**src/rtl/uart_pkg.sv**
```systemverilog
// Shared UART definitions: frame constants, the receiver/transmitter state
// encoding, and a 2-of-3 vote helper.
package uart_pkg;

    localparam int UART_DATA_BITS  = 8;
    localparam int UART_OVERSAMPLE = 16;

    // The transmitter reuses this encoding, so keep the literal values fixed.
    typedef enum logic [1:0] {
        IDLE  = 2'd0,
        START = 2'd1,
        DATA  = 2'd2,
        STOP  = 2'd3
    } rx_state_t;

    function automatic logic maj3(input logic a, input logic b, input logic c);
        return (a & b) | (a & c) | (b & c);
    endfunction

endpackage

```
**src/rtl/sync_2ff.sv**
```systemverilog
// Multi-stage synchronizer for a single asynchronous input. Flops reset to
// RST_VAL so an idle-high line does not produce a spurious edge after reset.
module sync_2ff #(
    parameter int   DEPTH   = 2,
    parameter logic RST_VAL = 1'b1
) (
    input  logic clk,
    input  logic rst,
    input  logic d,
    output logic q
);

    logic [DEPTH-1:0] ff;

    // Shift the asynchronous input through DEPTH flops.
    always_ff @(posedge clk or negedge rst) begin
        if (!rst) begin
            ff <= {DEPTH{RST_VAL}};
        end else begin
            ff <= {ff[DEPTH-2:0], d};
        end
    end

    assign q = ff[DEPTH-1];

endmodule

```
**src/rtl/uart_rx.sv**
```systemverilog
// 8N1 UART receiver, LSB first, OVERSAMPLE b_tick pulses per bit.
// Optional build macro: UART_RX_MAJORITY_EN -- each mid-bit decision becomes
// a 2-of-3 vote over ticks centre-1, centre, centre+1, taken at centre+1.
//
// state | meaning
// ------+-------------------------------------------------------------
// IDLE  | line idle, waiting for a falling edge on rx_s
// START | timing to mid start bit, rejecting glitches as false starts
// DATA  | sampling 8 data bits at mid-bit, shifting in from the MSB side
// STOP  | sampling the stop bit; high -> rx_done, low -> frame_err
module uart_rx
    import uart_pkg::*;
#(
    parameter int OVERSAMPLE  = UART_OVERSAMPLE,
    parameter int SYNC_STAGES = 2
) (
    input  logic                      clk,
    input  logic                      rst,
    input  logic                      b_tick,
    input  logic                      rx,
    output logic [UART_DATA_BITS-1:0] rx_data,
    output logic                      rx_done,
    output logic                      rx_busy,
    output logic                      frame_err
);

    localparam int TW = $clog2(OVERSAMPLE);
    localparam int BW = $clog2(UART_DATA_BITS);

    localparam logic [BW-1:0] LAST_BIT = BW'(UART_DATA_BITS - 1);
    localparam logic [TW-1:0] BIT_DEC  = TW'(OVERSAMPLE - 1);
`ifdef UART_RX_MAJORITY_EN
    // The vote needs centre+1, so the start decision slips one tick; every
    // later decision inherits that shift through the 16-tick bit period.
    localparam logic [TW-1:0] START_DEC = TW'(OVERSAMPLE / 2);
`else
    localparam logic [TW-1:0] START_DEC = TW'(OVERSAMPLE / 2 - 1);
`endif

    rx_state_t                 state, state_n;
    logic [TW-1:0]             tick_cnt, tick_n;
    logic [BW-1:0]             bit_cnt, bit_n;
    logic [UART_DATA_BITS-1:0] shift_reg, shift_n;
    logic [UART_DATA_BITS-1:0] data_n;
    logic                      done_n, ferr_n;
    logic                      rx_s, rx_prev;
    logic                      sample;
    logic                      fall;

    sync_2ff #(
        .DEPTH   (SYNC_STAGES),
        .RST_VAL (1'b1)
    ) u_sync (
        .clk (clk),
        .rst (rst),
        .d   (rx),
        .q   (rx_s)
    );

    // Delayed copy of the synchronized line for falling-edge detection.
    always_ff @(posedge clk or negedge rst) begin
        if (!rst) begin
            rx_prev <= 1'b1;
        end else begin
            rx_prev <= rx_s;
        end
    end

    // A held-low line keeps rx_prev low, so a break cannot retrigger IDLE.
    assign fall = rx_prev & ~rx_s;

`ifdef UART_RX_MAJORITY_EN
    logic [1:0] hist;

    // Keep the two previous tick samples; at a decision tick they are the
    // centre-1 and centre samples, and rx_s is centre+1.
    always_ff @(posedge clk or negedge rst) begin
        if (!rst) begin
            hist <= 2'b11;
        end else if (b_tick) begin
            hist <= {hist[0], rx_s};
        end
    end

    assign sample = maj3(hist[1], hist[0], rx_s);
`else
    assign sample = rx_s;
`endif

    // State, counters, shift register and registered strobes.
    always_ff @(posedge clk or negedge rst) begin
        if (!rst) begin
            state     <= IDLE;
            tick_cnt  <= '0;
            bit_cnt   <= '0;
            shift_reg <= '0;
            rx_data   <= '0;
            rx_done   <= 1'b0;
            frame_err <= 1'b0;
        end else begin
            state     <= state_n;
            tick_cnt  <= tick_n;
            bit_cnt   <= bit_n;
            shift_reg <= shift_n;
            rx_data   <= data_n;
            rx_done   <= done_n;
            frame_err <= ferr_n;
        end
    end

    // Next-state and datapath decode. The start edge is watched on every
    // clock because it lasts only one cycle; all timing advances on b_tick.
    always_comb begin
        state_n = state;
        tick_n  = tick_cnt;
        bit_n   = bit_cnt;
        shift_n = shift_reg;
        data_n  = rx_data;
        done_n  = 1'b0;
        ferr_n  = 1'b0;
        unique case (state)
            IDLE: begin
                if (fall) begin
                    state_n = START;
                    tick_n  = '0;
                end
            end
            START: begin
                if (b_tick) begin
                    if (tick_cnt == START_DEC) begin
                        tick_n = '0;
                        if (!sample) begin
                            state_n = DATA;
                            bit_n   = '0;
                        end else begin
                            state_n = IDLE;
                        end
                    end else begin
                        tick_n = tick_cnt + 1'b1;
                    end
                end
            end
            DATA: begin
                if (b_tick) begin
                    if (tick_cnt == BIT_DEC) begin
                        shift_n = {sample, shift_reg[UART_DATA_BITS-1:1]};
                        tick_n  = '0;
                        bit_n   = bit_cnt + 1'b1;
                        if (bit_cnt == LAST_BIT) begin
                            state_n = STOP;
                        end
                    end else begin
                        tick_n = tick_cnt + 1'b1;
                    end
                end
            end
            STOP: begin
                if (b_tick) begin
                    if (tick_cnt == BIT_DEC) begin
                        tick_n  = '0;
                        state_n = IDLE;
                        if (sample) begin
                            data_n = shift_reg;
                            done_n = 1'b1;
                        end else begin
                            ferr_n = 1'b1;
                        end
                    end else begin
                        tick_n = tick_cnt + 1'b1;
                    end
                end
            end
            default: begin
                state_n = IDLE;
            end
        endcase
    end

    assign rx_busy = (state != IDLE);

endmodule

```
**config.mk**
```make
export PLATFORM = sky130hd
export DESIGN_NAME = uart_rx
export DESIGN_NICKNAME = d
export VERILOG_FILES = /design/src/rtl/uart_pkg.sv /design/src/rtl/sync_2ff.sv /design/src/rtl/uart_rx.sv
export SDC_FILE = /design/constraint.sdc
export NUM_CORES = 1
export LEC_CHECK = 0
export ABC_AREA = 1
export CORE_MARGIN = 2
export CORE_UTILIZATION = 45
export CTS_CLUSTER_DIAMETER = 100
export DETAILED_ROUTE_END_ITERATION = 10
export PLACE_DENSITY = 0.74
export SLEW_MARGIN = 20
export SYNTH_ARGS = -nofsm -noshare
export SYNTH_HDL_FRONTEND = slang
export SYNTH_SLANG_ARGS = --single-unit
```
**constraint.sdc**
```tcl
create_clock -name clk -period 1.3 [get_ports clk]
set_input_delay 0.195 -clock clk [delete_from_list [all_inputs] [get_ports clk]]
set_output_delay 0.195 -clock clk [all_outputs]
set_load 0.03 [all_outputs]
```
==> summary.md <==
| Metric | Value |
|---|---|
| Setup CP Type | `reg2reg` |
| Initial core utilization | `a little under half` |
| CP max-delay cell | `dfrtp_1` |
| Fmax | `0.750 GHz` |
| Initial DRC count | `55` |
| Fin. Hold Viols | `0` |
| Post-Syn Area | `around 0.0013 sq mm` |
| Util after Layout | `67.2%` |
| Setup crit start | `tick_cnt[0]` |
| Fin Setup TNS | `-0.0683 ns` |
| Overall routing resource usage | `19.1%` |
| Final setup margin | `-0.0325 ns` |
| R2R Setup Slk | `-0.03 ns` |
| Max-cap viol count | `0` |
| Startpoint types | `flop` |
| Gpl congestion | `0.876` |
| Port Buf Inserts | `14` |
| H-tree levels | `2` |
| Synth Area in Compound Gates | `11.9%` |
| Via/cell ratio | `5.12` |
| Site Rows | `19` |
| Required @ worst endpoint | `approximately 1.5 ns` |
| Register area share after synthesis | `56.3%` |
| Antenna-violating nets left | `0` |
| CP endpoint | `bit_cnt[0]` |
| Crit path DAT | `between 1.5 and 2 ns` |
| HPWL Detailed | `1.76 mm` |
| CTS root buffer | `clkbuf_4` |
| Synth-to-layout area growth | `40.5%` |
| DP Worst Slack | `-0.106 ns` |
| Cell variety after synth | `23` |
| Largest net degree at the start of global routing | `17` |
| Most frequent cells in the layout | `dfrtp_1, nand2_1, buf_4` |
| Launch point of the worst reg-to-reg path | `tick_cnt[0]` |
| Fill cells | `roughly 220` |
| Cells after Synth | `138` |
| First-pass GRT wire length | `just under 5 mm` |
| DRC | `1` |
| Crit path capture type | `flop` |
| Via count | `approximately 1100` |
| Peak supply drop | `0.00105 V` |
| Commonest non-fill, non-tap cell in the layout | `dfrtp_1` |
| Failing checks | `design-rule violations, negative setup slack` |
| Xor/xnor share of the synthesized area | `less than 1%` |
| Vert. Die Dim | `58.6 um` |
| Die Area | `0.00343 sq mm` |
| Clock sink count | `30` |
| Period utilization | `102%` |
| IO Pins | `15` |
| First drt pass iteration count | `7` |
| Final WL | `just under 3 mm` |
| Cell count of the worst reg-to-reg path | `7` |
| LEAKAGE | `0.880 nW` |
| Headroom to the max-slew limit | `80.2%` |
| N_diodes | `0` |
| Yosys reg bits | `30` |
| Adder-cell share of the synthesized area | `between 2 and 3%` |
| RSZ-0062 raised after global routing | `yes` |
| Worst hold path class | `in2async` |
| Met3 Track Usage GR | `7.91%` |
| GRT busiest layer | `met2` |
| Synth Area in Simple Gates | `around 22%` |
| Mux contribution to synthesized area | `0%` |
| Worst-path clk slew | `0.10 ns` |
| Clock latency on the worst-skew pair | `0.34 ns` |
| Hold_buf cts | `0` |
| Core area | `roughly 0.0028 sq mm` |
| Horiz. Die Dim | `58.6 um` |
| Grt met1 use | `roughly 24%` |
| Final setup fails | `3` |
| Max FO, Critical Path | `6` |
| Syn nets | `roughly 150` |
| Initial antenna violation count | `0` |
| Layout cell share with drive strength beyond 1 | `53.6%` |
| Min Tclk post-route | `1.33 ns` |
| Max Slew Vio Count | `0` |
| Largest stage delay, worst path | `between 0.4 and 0.5 ns` |
| Skew final | `0.0104 ns` |
| Num CTS Buffers | `5` |
| Layout Nets | `187` |
| CTS tree | `yes` |
| Syn Area/Cell | `9.72 sq um` |
| Status | `finished with violations` |
| GRT overflow | `0` |
| Largest family of logic cells by synthesized area | `simple AND/OR/NAND/NOR gates` |
| Cell Chain, Critical Path | `ha_4 -> nand3_1 -> nand2_2 -> buf_4 -> nand3_4 -> nand2_1 -> o21ai_2` |
| CTS Buffer Depth | `2` |
| Pwr/cell area | `1550 mW/mm^2` |
| GR met2 Demand/Resource | `30.3%` |
| Reg2reg end | `bit_cnt[0]` |
| Number of global-route vias before repair | `1083` |
| Worst slew pin tran | `0.299 ns` |
| Wirelength per Cell | `between 10 and 15 um` |
| YS warnings | `0` |
power by group:
part / internal, mW / leakage [nW] / switching (mW) / total (mW)
sequential: 1.02 / 0.402 / 0.0823 / 1.10
clock: 0.260 / 0.0343 / 0.341 / 0.601
combinational: 0.544 / 0.444 / 0.678 / 1.22
stage by stage:
| stage | power, mW | hold slack, ns | std cells | instance area [sq um] |
|---|---|---|---|---|
| after global placement | 1.88 | 0.346 | 194 | 1630 |
| after CTS | 2.67 | 0.193 | 207 | 1750 |
| after detailed placement | 1.92 | 0.347 | 194 | 1630 |
| final | 2.93 | 0.200 | 212 | 1880 |
| after global routing | 3.11 | 0.173 | 212 | 1880 |
| after floorplan | 1.60 | -0.101 | 138 | 1370 |
worst min-delay path by stage:
| stage | startpoint | to | cells past startpoint |
|---|---|---|---|
| final | rst | bit_cnt[1] | 2 |
| after global routing | rst | bit_cnt[2] | 2 |
| after CTS | rst | shift_reg[4] | 2 |
| after detailed placement | u_sync.ff[0] | u_sync.ff[1] | 0 |
| after global placement | u_sync.ff[0] | u_sync.ff[1] | 0 |
| after floorplan | rst | async pin | 0 |
layer usage:
layer | up-vias | share of wire, %
met5 | - | 0
met4 | 0 | 2.7
met3 | 8 | 4.1
met2 | 19 | 53
met1 | 538 | 40
li1 | 521 | -
cell families (layout without fill, tap and decap cells):
kind of cell               after synthesis  after routing
and+or+nand+nor                         59             60
DFF                                     30             30
AOI/OAI and AO/OA                       25             25
buffers and inverters                   20             62
adders and majority gates                3              3
xor gates and xnor gates                 1              1
worst max-delay path: cells and delay by family, from the launching register on:
family / cells / cell delay [ns]
buf+inv: 1 / 0.12
simple gates: 4 / 0.46
compound gates: 1 / 0.06
flops: 1 / 0.41
fa+ha+maj: 1 / 0.17
final cells by class:
cell class                 count  area [sq um]  area share, %
clock inverter                 2          12.5          0.664
clock buffer                   6          51.3           2.72
sequential                    30           756           40.1
multi-input combinational     89           671           35.6
tap                           31          38.8           2.06
timing repair buffer          37           292           15.5
inverter                      17          63.8           3.39
synth_stat cells, drive strengths merged:
master	instances	area share, %
a21oi	2	0.75
a22o	1	0.65
buf	3	2.1
dfrtp	27	50
dfstp	3	5.9
ha	3	2.8
inv	17	4.8
nand2	42	13
nand3	8	3.7
nand4	1	1.6
nor2	7	3.1
o21ai	21	10
o22ai	1	0.47
or2	1	0.47
xor2	1	0.65
timing repair:
item / CTS / global route
pin swaps: 4 / 10
gates cloned: 0 / 1
setup endpoints to repair: 30 / 35
hold endpoints to repair: 0 / 0
setup buffers: 5 / 4
resized for setup: 23 / 58
Note: power is estimated with default switching activity, not from simulation.
